--- src/rtl/uart_pkg.sv ---
// rtl/uart_pkg.sv - shared types and constants for the UART receiver
package uart_pkg;

    localparam int CLKS_PER_BIT_DEFAULT = 16;

    localparam int ERR_OVR = 2;
    localparam int ERR_FRM = 1;
    localparam int ERR_PAR = 0;

    typedef enum logic [2:0] {
        IDLE,
        START,
        DATA,
        PARITY,
        STOP,
        BREAK_WAIT
    } rx_state_t;

endpackage

--- src/rtl/uart_baud_tick.sv ---
// rtl/uart_baud_tick.sv - restartable down-counter producing mid-bit and full-bit sample strobes
module uart_baud_tick #(
    parameter int CLKS_PER_BIT = 16
) (
    input  logic clk,
    input  logic rst_n,
    input  logic restart,
    input  logic run,
    output logic mid_tick,
    output logic full_tick
);

    localparam int CNT_W = $clog2(CLKS_PER_BIT);
    localparam logic [CNT_W-1:0] HALF_LOAD = CNT_W'(CLKS_PER_BIT / 2 - 1);
    localparam logic [CNT_W-1:0] FULL_LOAD = CNT_W'(CLKS_PER_BIT - 1);

    logic [CNT_W-1:0] cnt;
    logic             first;
    logic             at_zero;

    // first marks the half-period leading into the start-bit centre
    always_ff @(posedge clk or negedge rst_n) begin
        if (!rst_n) begin
            cnt   <= '0;
            first <= 1'b0;
        end else if (restart) begin
            cnt   <= HALF_LOAD;
            first <= 1'b1;
        end else if (run) begin
            if (cnt == '0) begin
                cnt   <= FULL_LOAD;
                first <= 1'b0;
            end else begin
                cnt <= cnt - CNT_W'(1);
            end
        end else begin
            cnt   <= '0;
            first <= 1'b0;
        end
    end

    assign at_zero   = run && !restart && (cnt == '0);
    assign mid_tick  = at_zero && first;
    assign full_tick = at_zero && !first;

endmodule

--- src/rtl/uart_rx_status.sv ---
// rtl/uart_rx_status.sv - UART receiver with valid/ready byte output and sticky error status
module uart_rx_status
    import uart_pkg::*;
#(
    parameter int CLKS_PER_BIT = CLKS_PER_BIT_DEFAULT,
    parameter bit PARITY_EN    = 1'b1
) (
    input  logic       clk,
    input  logic       rst_n,
    input  logic       rxd,
    output logic [7:0] rx_data,
    output logic       rx_valid,
    input  logic       rx_ready,
    output logic [2:0] err,
    input  logic       err_clr
);

    logic [1:0] sync_q;
    logic [1:0] warm;
    logic       rxd_s;
    logic       prev_high;
    logic       fall;

    rx_state_t  state;
    rx_state_t  state_next;
    logic       restart;
    logic       mid_tick;
    logic       full_tick;

    logic [2:0] bit_cnt;
    logic [7:0] shift_q;
    logic       par_q;
    logic       done_q;
    logic       done_frm;
    logic       done_par;
    logic       overrun;
    logic [2:0] err_set;

    assign rxd_s = sync_q[1];
    assign fall  = prev_high && !rxd_s;

    // prev_high only trusts the synchronizer once it has refilled after reset,
    // so a line already low at release never looks like a falling edge
    always_ff @(posedge clk or negedge rst_n) begin
        if (!rst_n) begin
            sync_q    <= 2'b11;
            warm      <= 2'b00;
            prev_high <= 1'b0;
        end else begin
            sync_q    <= {sync_q[0], rxd};
            warm      <= {warm[0], 1'b1};
            prev_high <= warm[1] && rxd_s;
        end
    end

    uart_baud_tick #(
        .CLKS_PER_BIT(CLKS_PER_BIT)
    ) u_baud (
        .clk      (clk),
        .rst_n    (rst_n),
        .restart  (restart),
        .run      (state != IDLE),
        .mid_tick (mid_tick),
        .full_tick(full_tick)
    );

    always_ff @(posedge clk or negedge rst_n) begin
        if (!rst_n) begin
            state <= IDLE;
        end else begin
            state <= state_next;
        end
    end

    always_comb begin
        state_next = state;
        restart    = 1'b0;
        case (state)
            IDLE: begin
                if (fall) begin
                    state_next = START;
                    restart    = 1'b1;
                end
            end
            START:      if (mid_tick) state_next = rxd_s ? IDLE : DATA;
            DATA: begin
                if (full_tick && bit_cnt == 3'd7) begin
                    state_next = PARITY_EN ? PARITY : STOP;
                end
            end
            PARITY:     if (full_tick) state_next = STOP;
            STOP:       if (full_tick) state_next = rxd_s ? IDLE : BREAK_WAIT;
            BREAK_WAIT: if (rxd_s) state_next = IDLE;
            default:    state_next = IDLE;
        endcase
    end

    always_ff @(posedge clk or negedge rst_n) begin
        if (!rst_n) begin
            bit_cnt  <= 3'd0;
            shift_q  <= 8'h00;
            par_q    <= 1'b0;
            done_q   <= 1'b0;
            done_frm <= 1'b0;
            done_par <= 1'b0;
        end else begin
            if (state == DATA && full_tick) begin
                bit_cnt <= bit_cnt + 3'd1;
                shift_q <= {rxd_s, shift_q[7:1]};
            end
            if (state == PARITY && full_tick) begin
                par_q <= rxd_s;
            end
            done_q   <= (state == STOP) && full_tick;
            done_frm <= !rxd_s;
            done_par <= PARITY_EN && ((^shift_q) ^ par_q);
        end
    end

    assign overrun = done_q && rx_valid && !rx_ready;

    always_comb begin
        err_set          = 3'b000;
        err_set[ERR_OVR] = overrun;
        err_set[ERR_FRM] = done_q && done_frm;
        err_set[ERR_PAR] = done_q && done_par;
    end

    // a byte completing on the same edge as a transfer replaces the old one
    always_ff @(posedge clk or negedge rst_n) begin
        if (!rst_n) begin
            rx_data  <= 8'h00;
            rx_valid <= 1'b0;
            err      <= 3'b000;
        end else begin
            if (done_q && !overrun) begin
                rx_data  <= shift_q;
                rx_valid <= 1'b1;
            end else if (rx_valid && rx_ready) begin
                rx_valid <= 1'b0;
            end
            err <= (err_clr ? 3'b000 : err) | err_set;
        end
    end

endmodule

--- config.mk ---
export PLATFORM = sky130hd
export DESIGN_NAME = uart_rx_status
export DESIGN_NICKNAME = d
export VERILOG_FILES = /design/src/rtl/uart_pkg.sv /design/src/rtl/uart_baud_tick.sv /design/src/rtl/uart_rx_status.sv
export SDC_FILE = /design/constraint.sdc
export NUM_CORES = 1
export LEC_CHECK = 0
export ABC_AREA = 0
export CORE_MARGIN = 1
export CORE_UTILIZATION = 55
export DETAILED_ROUTE_END_ITERATION = 8
export PLACE_DENSITY = 0.77
export SKIP_CTS_REPAIR_TIMING = 1
export SLEW_MARGIN = 30
export SYNTH_ARGS = -nofsm -noshare
export SYNTH_HDL_FRONTEND = slang
export SYNTH_HIERARCHICAL = 1
export SYNTH_SLANG_ARGS = --single-unit
--- constraint.sdc ---
create_clock -name clk -period 3.3 [get_ports clk]
set_clock_uncertainty 0.05 [all_clocks]
set_input_delay 0.66 -clock clk [delete_from_list [all_inputs] [get_ports clk]]
set_output_delay 0.66 -clock clk [all_outputs]
set_load 0.03 [all_outputs]
== Word-level counts from Yosys, hierarchy flattened ==
Index checks and enable logic that the tools add are counted.
Widths: inputs -> output; s select.
Operators by class
  $add $sub $neg: 2
  equality and inequality tests: 13
  mux-type cells: 20
  bitwise gates (word level): 2
  reduce and logical (&&, ||, !) cells: 27
Operators with widths (number)
  $mux 3: 8
  $pmux 3 s6: 1
  $logic_and 1x1->1: 16
  $mux 4: 3
  $ne 2x2->1 const B: 6
  $eq 3x3->1 const B: 3
  $reduce_xor 8->1: 1
  $mux 1: 7
  $eq 3x2->1 const B: 2
  $reduce_and 6->1: 1
  $logic_not 1->1: 5
  $logic_not 4->1: 1
  $sub 4x1->4 const B: 1
  $add 3x1->3 const B: 1
  $eq 3x1->1 const B: 1
  $logic_not 3->1: 1
  $ne 3x2->1 const B: 1
  $or 3x3->3: 1
  $reduce_bool 3->1: 1
  $mux 2: 1
  $reduce_bool 2->1: 1
  $xor 1x1->1: 1
Storage, ports and cells
  bits in registers: 40
  input bits: 5
  output and inout port bits: 12

== Longest topological paths before layout ==
Gate-level depths: netlist (run 1).
  word-level depth: 11
  depth in mapped cells: 9

== Cells and area by module ==
Netlist (run 1), hierarchy kept.
By module, submodules not included
  uart_rx_status: instances 1, cells an instance 105, area each 1436.4 um2
  uart_baud_tick: instances 1, cells an instance 25, area each 254.0 um2

== Least setup slack after synthesis (run 1) ==
Ideal clock, no wire load.
  path type: reg-to-reg
  from: register state[0]
  to: register bit_cnt[1]
  library setup time: 0.125 ns
  arrival time: 2.381 ns
  data required time: 3.125 ns
  path slack: 0.744 ns
  cell stages (with the launch flop): 10
  clock period less this slack: 2.556 ns
  cell sequence: dfrtp_1 -> clkbuf_1 -> or3_1 -> nor3b_1 -> nand2b_1 -> nor3_1 -> clkbuf_1 -> nor3b_2 -> buf_6 -> mux2_2
On the way
  word-level cells in the longest chain between the ends: 7
RTL lines
  from (decl): line uart_rx_status.sv:24  | rx_state_t state;
  from (signal assigned): line uart_rx_status.sv:71  | state <= state_next;
  $logic_not 3->1: line uart_rx_status.sv:78  | case (state)
  $mux 1: line uart_rx_status.sv:78
  net restart: line uart_rx_status.sv:26  | logic restart;
  $logic_not 1->1: line uart_baud_tick.sv:42  | assign at_zero = run && !restart && (cnt == '0);
  $logic_and 1x1->1 (2 in a row): line uart_baud_tick.sv:42
  $logic_and 1x1->1: line uart_baud_tick.sv:44  | assign full_tick = at_zero && !first;
  net full_tick: line uart_rx_status.sv:28  | logic full_tick;
  $logic_and 1x1->1: line uart_rx_status.sv:107  | if (state == DATA && full_tick) begin
  to (signal assigned): line uart_rx_status.sv:108  | bit_cnt <= bit_cnt + 3'd1;
  to (decl): line uart_rx_status.sv:30  | logic [2:0] bit_cnt;
The timed path passes the listed nets, and every way through them passes these cells.
A chain may end at the register's enable or synchronous reset.

== Worst setup path after layout (run 1) ==
  from: register state[0]
  to: register shift_q[1]
On the way
  word-level cells in the longest chain between the ends: 7
RTL lines
  $logic_not 3->1: line uart_rx_status.sv:78
  $mux 1: line uart_rx_status.sv:78
  net restart: line uart_rx_status.sv:26
  $logic_not 1->1: line uart_baud_tick.sv:42
  $logic_and 1x1->1 (2 in a row): line uart_baud_tick.sv:42
  $logic_and 1x1->1: line uart_baud_tick.sv:44
  net full_tick: line uart_rx_status.sv:28
  $logic_and 1x1->1: line uart_rx_status.sv:107
  to (signal assigned): line uart_rx_status.sv:109  | shift_q <= {rxd_s, shift_q[7:1]};
  to (decl): line uart_rx_status.sv:31  | logic [7:0] shift_q;
The timed path passes the listed nets, and every way through them passes these cells.

==> flow_results.org, run 1 <==
** Final layout
- Share of cells above drive strength 1 :: between 20% and 30%
- After the flow finishes, the layout carries non-filler instances totaling approximately 180.
- Antenna cell count :: 0
- In the layout the commonest cells are sky130_fd_sc_hd__dfrtp_1 (38), sky130_fd_sc_hd__mux2_2 (19), sky130_fd_sc_hd__clkdlybuf4s50_1 (15).
- From synthesis to final layout, the design area changed by 13.8%.
- Post-route standard cell area excluding fillers :: around 1900 um2
- After the last flow step, the layout net total stands at approximately 160.
- The library cell used most frequently in the layout, excluding fill and tap cells, is sky130_fd_sc_hd__dfrtp_1.

** STA
- At the pin with the least slew margin, the transition time is ~830 ps.
- Relative max-transition margin :: around 44%
- Final-layout setup total negative slack :: 0 ps
- Endpoints failing hold :: 0
- RSZ-0062 raised after global routing :: false
- After layout, the worst path uses between 80% and 90% of the clock period.
- Setup violations remaining at the end of the flow were counted as 0.
- Maximum achievable frequency :: about 370 MHz
- Max-slew violation count :: 0
- Fin crit period :: roughly 2700 ps

** Route
- Ratio of routed vias to standard cells :: about 5.4
- In this run, the number of DRC markers left after iteration 0 of detailed routing was 27.
- Wire length per cell after detailed routing :: 13.8 um
- Routed vias :: just under 1000
- For this run, design rule violations remaining after detail routing come to 1.
- Total detailed-routing wirelength :: 2530 um
- Number of routed nets with antenna violations :: 0
- DRT Pass-1 Iters :: 6

** GRT
- The number of antenna violations at the first check in global routing is 0.
- The first global-routing pass estimated approximately 4300 um of wire.
- Global routing consumed, over all layers together, approximately 18% of the routing resources.
- After global routing the overflow that remains totals 0.
- Number of global-route vias before repair :: 1014
- Maximum number of pins on one net before global-route repair :: between 40 and 50

** Place
- Number of placed cells counting well taps :: 175
- At the end of routability-driven placement, the weighted congestion stood at 0.707.
- Total half-perimeter wirelength after legalization and detailed placement :: between 1500 and 2000 um
- Port Buf Inserts :: 16
- Once placement finished, the instance area stood at 1870 um2.

** Worst hold path
- The min-delay analysis places its worst path in the category reg2reg.
- Counting instances, the worst hold path has a depth of 0.
- Endpoint, Worst Hold :: warm[1]$_DFF_PN0_
- The worst hold path begins at warm[0]$_DFF_PN0_.

** Logic synthesis
- After synthesis the netlist holds a flip-flop and latch count of 40.
- Total number of yosys warnings :: 6
- Share of synthesized area occupied by flip-flops and latches :: about 60%
- Mapped Avg Cell Area :: ~13 um2
- Syn Nets :: around 140
- Synthesis handed over a netlist of between 100 and 150 instances.
- After synthesis the cells add up to about 1700 um2.
- Distinct cell type count after synthesis :: 34

** Outcome
- The flow ran to the end, but the final reports show violations.
- Failing checks :: DRC

** Die
- Row count :: 19
- From bottom edge to top edge, the die measures between 50 and 60 um.
- The floorplan step defined a die boundary enclosing 3300 um2.
- The total area inside the core boundary comes to 2830 um2.
- DIE WIDTH :: around 57 um
- # IOs :: 17
- Initial core utilization :: roughly three fifths

** Worst setup path
- Startpoint of the lowest-slack register-to-register path :: state[0]$_DFFE_PN0P_
- Arrival time at the worst endpoint :: 2900 ps
- Critical path, cell by cell :: or3_1 -> nor3b_1 -> nand2b_1 -> nor3_1 -> nor3b_2 -> buf_4 -> mux2_2
- Worst path required time :: 3480 ps
- The setup check on the worst reg-to-reg path leaves a slack of between 500 and 600 ps.
- CP Launch Type :: flip-flop
- Largest fanout of any net on the critical path :: 11
- The slowest stage of the critical path is the sky130_fd_sc_hd__nor3_1 cell.
- WS Path Type :: reg2reg
- The endpoint identified for the worst register-to-register timing path is shift_q[1]$_DFFE_PN0P_.
- In this design, the stage delay of the slowest critical-path cell is around 630 ps.
- Register-to-Register Path Depth :: 7
- Type of destination of the critical path :: flip-flop

** Pwr
- The worst-case IR drop observed on VDD is ~0.35 mV.
- For this design the static power due to leakage is around 0.94 nW.
- Dividing total power by cell area gives a power density of 591 nW/um2.

** Job
- The tool flagged a number of max-cap violations equal to 0.

** Clock network
- CTS placed an instance of sky130_fd_sc_hd__clkbuf_4 at the clock tree root.
- CTS tree :: built
- Buffer levels on the longest clock path :: 2
- The H-tree was split into 2 levels.
- Clock-pin slew on the worst setup and hold paths :: 110 ps
- Clock insertion delay at the later pin of the skew report :: about 340 ps
- Clock tree synthesis found a total of 40 sinks.
- Buffers inserted during clock tree synthesis total 5.
-- layout make-up --
| cell class | instances | area [um2] |
|---|---|---|
| repair buffers | 17 | 163 |
| clock inverters | 1 | 5.00 |
| multi-input cells | 77 | 631 |
| inverters | 10 | 37.5 |
| fillers | 208 | 906 |
| flip-flops and latches | 40 | 1000 |
| well taps | 31 | 38.8 |
| clock buffers | 7 | 45.0 |
-- worst max path at each step --
stage	from	endpoint	slack (ps)
detailed placement	state[0]$_DFFE_PN0P_	shift_q[1]$_DFFE_PN0P_	600
floorplan	state[0]$_DFFE_PN0P_	bit_cnt[1]$_DFFE_PN0P_	740
finish	state[0]$_DFFE_PN0P_	shift_q[1]$_DFFE_PN0P_	580
global route	state[0]$_DFFE_PN0P_	shift_q[7]$_DFFE_PN0P_	350
global placement	state[0]$_DFFE_PN0P_	shift_q[7]$_DFFE_PN0P_	740
CTS	state[0]$_DFFE_PN0P_	shift_q[1]$_DFFE_PN0P_	590
-- cell usage after synthesis (all sizes together) --
cell type	number	share of area [%]
a211oi	1	0.74
a21o	3	1.3
a21oi	3	0.89
a2bb2oi	1	0.52
a31o	1	0.52
and2	1	0.37
and4bb	1	0.74
buf	1	0.67
clkbuf	2	0.44
conb	1	0.22
dfrtp	38	56
dfstp	2	3.1
ha	3	2.2
inv	10	2.2
mux2	19	13
nand2	8	1.8
nand2b	4	1.6
nand3	1	0.30
nor2	4	0.89
nor2b	1	0.37
nor3	4	1.2
nor3b	2	1.2
nor4b	1	0.52
o21ai	3	0.89
o21bai	1	0.67
o22ai	2	0.74
o32a	1	0.59
or3	1	0.37
or3b	1	0.52
xnor2	5	2.6
xnor3	1	1.3
xor2	3	1.6
-- cell families after synthesis --
logic type | after synthesis | synth area share, %
compound gates | 16 | 6.88
xor+xnor | 9 | 5.48
fa+ha+maj | 3 | 2.22
buf+inv | 13 | 3.33
flops | 40 | 59.4
mux | 19 | 12.7
other cells | 1 | 0.222
simple gates | 29 | 9.85
-- worst max-delay path, delay by kind of cell (launching register included) --
kind,cells,cell delay [ps]
buffers and inverters,1,210
flip-flops,1,510
multiplexers,1,360
AND/OR/NAND/NOR,5,1500
-- metal layers --
layer	up-vias	part of all wire [%]	routed length (um)	global-route usage [%]
met5	-	0	0	0
met4	0	1.9	47	9.41
met1	481	43	1100	21.4
li1	479	-	-	-
met3	7	4.0	101	4.76
met2	21	51	1280	29.4
-- report_power, final --
part,internal [mW],switching [mW],total [mW]
combinational,0.146,0.141,0.287
clock,0.0831,0.144,0.227
sequential,0.554,0.0682,0.622
-- flip-flops by register name (all words and copies together), names as in the netlist --
name	count
bit_cnt	3
done_frm	1
done_par	1
done_q	1
err	3
par_q	1
prev_high	1
rx_data	8
rx_valid	1
shift_q	8
state	3
sync_q	2
u_baud/cnt	4
u_baud/first	1
warm	2
-- stage by stage --
step	power [mW]	setup WS [ps]	util [%]	hold slack (ps)
after floorplan	0.855	744	-	281
after global placement	0.902	745	66.2	284
after detailed placement	0.920	596	66.2	289
after CTS	1.15	586	68.0	313
after global routing	1.21	347	68.0	324
final	1.14	583	68.0	309
No activity file was read; power rests on OpenSTA's default activity.
==> inputs of run 2 (changes only) <==
clock period = 2.6 ns   (was 3.3 ns; I/O delays follow)
==> run 2 against run 1 <==
Against the previous run:
- clock power increased by 96%
- critical path type unchanged
- the flow still finishes with violations (DRC)
- largest power group unchanged
- die area unchanged
- worst hold slack got worse by 230 ps
- sequential share of layout area decreased by 2.0 points
- register-to-register slack got worse by 360 ps
- non-clock buffer count increased by 3
- cell area increased by 4.0%
- sequential cell count unchanged
==> flow_results.org, run 2 (synthesis results as in run 1) <==
** Outcome
- Outcome :: finished with violations
- The checks that failed: DRC.

** Clock network
- CTS tree :: built
- The clock edge transition at the registers on the reported setup and hold paths is 110 ps (about the same).
- Buffer levels on the longest clock path :: 2 (unchanged)
- Number of levels the H-tree was split into :: 2 (unchanged)
- The tree is rooted in a sky130_fd_sc_hd__clkbuf_4.
- The number of clock buffers inserted by TritonCTS was 5 (unchanged).
- Clock insertion delay at the later pin of the skew report :: 340 ps (about the same)
- Total clock sinks :: 40 (unchanged)

** Worst setup path
- STA classifies the critical path startpoint as a flip-flop.
- The cell count of the worst reg-to-reg path is 6 (-1).
- Largest fanout of any net on the critical path :: 11 (unchanged)
- The slowest stage of the critical path belongs to the cell sky130_fd_sc_hd__nor3b_4.
- Arrival time at the worst endpoint :: 2550 ps (-350 ps)
- Peak per-stage delay on the critical path :: 580 ps (-50 ps)
- By startpoint and endpoint, the worst setup path is classified as reg2reg.
- Worst path required time :: 2780 ps (-700 ps)
- The critical path goes through or3_1 -> nor3b_1 -> nand2b_1 -> nor3_1 -> nor3b_4 -> mux2_2.
- STA classifies the critical path endpoint as a flip-flop.

** GRT
- Sum of overflow across all layers after global routing :: 0 (unchanged)
- Number of global-route vias before repair :: 960 (-5.3%)
- Total routing usage reported by global routing :: 17.3% (-0.50 points)
- The number of antenna violations at the first check in global routing is 0 (unchanged).
- The largest net degree at the start of global routing is 41 (unchanged).
- Global-route wire length before repair :: 4130 um (-3.4%)

** STA
- The final critical delay including setup and external delays came to 2380 ps (-339 ps).
- Maximum achievable frequency :: 421 MHz (+14%)
- The sum of negative setup slack is 0 ps (unchanged).
- The count of final max-slew check failures is 0 (unchanged).
- Endpoints failing hold :: 0 (unchanged)
- The slew at the pin closest to its max-slew limit came to 602 ps (-232 ps).
- Final setup violation count :: 0 (unchanged)
- Fin Hold WS :: 78.9 ps (-230 ps)
- Relative max-transition margin :: 59.8% (+15 points)
- RSZ-0062 raised after global routing :: false
- Share of the clock period used by the worst path :: 91.4% (+9.1 points)

** Pwr
- The internal power summed over all cells came to 1.17 mW (+50%).
- The part of the power in registers came to 46.4% (-8.4 points).
- The net switching fraction of the power came to 28.5% (-2.6 points).
- The leakage dissipation came to 0.992 nW (+5.2%).
- The portion of total power attributed to combinational logic came to 26.4% (+1.1 points).
- The reported net switching power was 0.467 mW (+32%).
- Power density cells :: 821 nW/um2 (+39%)
- Relative contribution of the clock network to total power :: 27.2% (+7.2 points)
- VDD IR max :: 0.607 mV (+75%)

** Final layout
- Share of cells above drive strength 1 :: 25.8% (+2.8 points)
- Most common library cell in the layout ignoring fill and taps :: sky130_fd_sc_hd__dfrtp_1
- Final-layout fill cell count :: 207 (-0.48%)
- Antenna cell count :: 0 (unchanged)
- The area growth from synthesis to layout is 18.3%.
- Post-layout instance count excluding filler cells :: 186 (+1.6%)
- Post-layout nets :: 162 (+1.9%)
- In the layout the commonest cells are sky130_fd_sc_hd__dfrtp_1 (38), sky130_fd_sc_hd__mux2_2 (19), sky130_fd_sc_hd__clkdlybuf4s50_1 (15).
- The largest registers in the layout are rx_data x8, shift_q x8, u_baud/cnt x4.

** Route
- Signal routing reaches up to met4.
- DRT met1 WL :: 1170 um (+5.8%)
- Total detailed-routing wirelength :: 2460 um (-3.0%)
- The total number of vias was 1001 (+1.3%).
- DRT Pass-1 Iters :: 6 (unchanged)
- The number of remaining DRC errors came to 1 (unchanged).
- The number of nets still failing antenna checks after routing was 0 (unchanged).
- The violation count after the first detailed-route iteration is 17 (-37%).
- Ratio of routed vias to standard cells :: 5.38 (-0.32%)
- The detailed-routed wire length on met2 came to 1150 um (-10%).
- The average routed wire per standard cell was 13.2 um (-4.6%).
- Detailed route wirelength on metal3 :: 108 um (+6.9%)

** Die
- Chip height :: 57.4 um (unchanged)
- Core footprint :: 2830 um2 (unchanged)
- DIE WIDTH :: 57.4 um (unchanged)
- # IOs :: 17 (unchanged)
- Row count :: 19 (unchanged)
- Initial core utilization :: 59.8% (unchanged)
- Area of the die :: 3300 um2 (unchanged)

** Place
- The post-detailed-placement half-perimeter wirelength was 1710 um (-4.3%).
- Routability congestion estimate from global placement :: 0.772 (+9.3%)
- The count of input and output buffers came to 16 (unchanged).
- The cell total after placement is 178 (+1.7%).

** Worst hold path
- The path class of the tightest hold or removal check is in2async.

** Job
- Number of max-cap violations :: 0 (unchanged)
[run 2: area by class of cell]
cell class	count	area [um2]	area share, %
flip-flops and latches	40	1000	50.2
well taps	31	38.8	1.94
multi-input cells	77	637	31.9
clock inverters	1	30.0	1.50
inverters	10	37.5	1.88
clock buffers	7	65.1	3.25
repair buffers	20	188	9.39
[run 2: layer usage]
layer  up-vias  GRT usage [%]
met3         4           4.76
met1       485           22.4
met2        22           26.1
met5         -              0
met4         0           10.5
li1        490              -
[run 2: power by group through the flow]
| stage | sequential (mW) | combinational (mW) | clock [mW] |
|---|---|---|---|
| after global placement | 0.773 | 0.412 | 0 |
| after global routing | 0.774 | 0.481 | 0.485 |
| after floorplan | 0.770 | 0.315 | 0 |
| final | 0.762 | 0.433 | 0.446 |
| after CTS | 0.762 | 0.426 | 0.457 |
| after detailed placement | 0.774 | 0.424 | 0 |
[run 2: worst max-delay path, delay by kind of cell (launching register included)]
kind | cells | cell delay (ps)
AND/OR/NAND/NOR | 5 | 1360
multiplexers | 1 | 410
flip-flops | 1 | 440
[run 2: final timing paths]
kind	from	to	slack [ps]
worst max-delay path	state[2]$_DFFE_PN0P_	shift_q[1]$_DFFE_PN0P_	220
worst min-delay path	rst_n	done_frm$_DFF_PN0_	80
worst max register to register	state[2]$_DFFE_PN0P_	shift_q[1]$_DFFE_PN0P_	220
worst min register to register	warm[0]$_DFF_PN0_	warm[1]$_DFF_PN0_	310
max in group asynchronous	rst_n	sync_q[1]$_DFF_PN1_	2070
min in group clk	warm[0]$_DFF_PN0_	warm[1]$_DFF_PN0_	310
[run 2: metrics by stage]
step | util, % | setup slack (ps) | total power [mW] | instance area, um2
2_1_floorplan | - | 44.3 | 1.09 | 1690
3_3_place_gp | 67.0 | 190 | 1.18 | 1900
3_5_place_dp | 67.0 | 152 | 1.20 | 1900
4_1_cts | 70.4 | 93.1 | 1.64 | 1990
5_1_grt | 70.7 | 73.9 | 1.74 | 2000
6_report | 70.7 | 222 | 1.64 | 2000
==> inputs of run 3 (changes only) <==
CAP_MARGIN = 20   (was unset)
CORE_MARGIN = unset   (was 1)
==> results of run 3 <==
No change in the layout: final DEF, timing and power equal those of run 2.
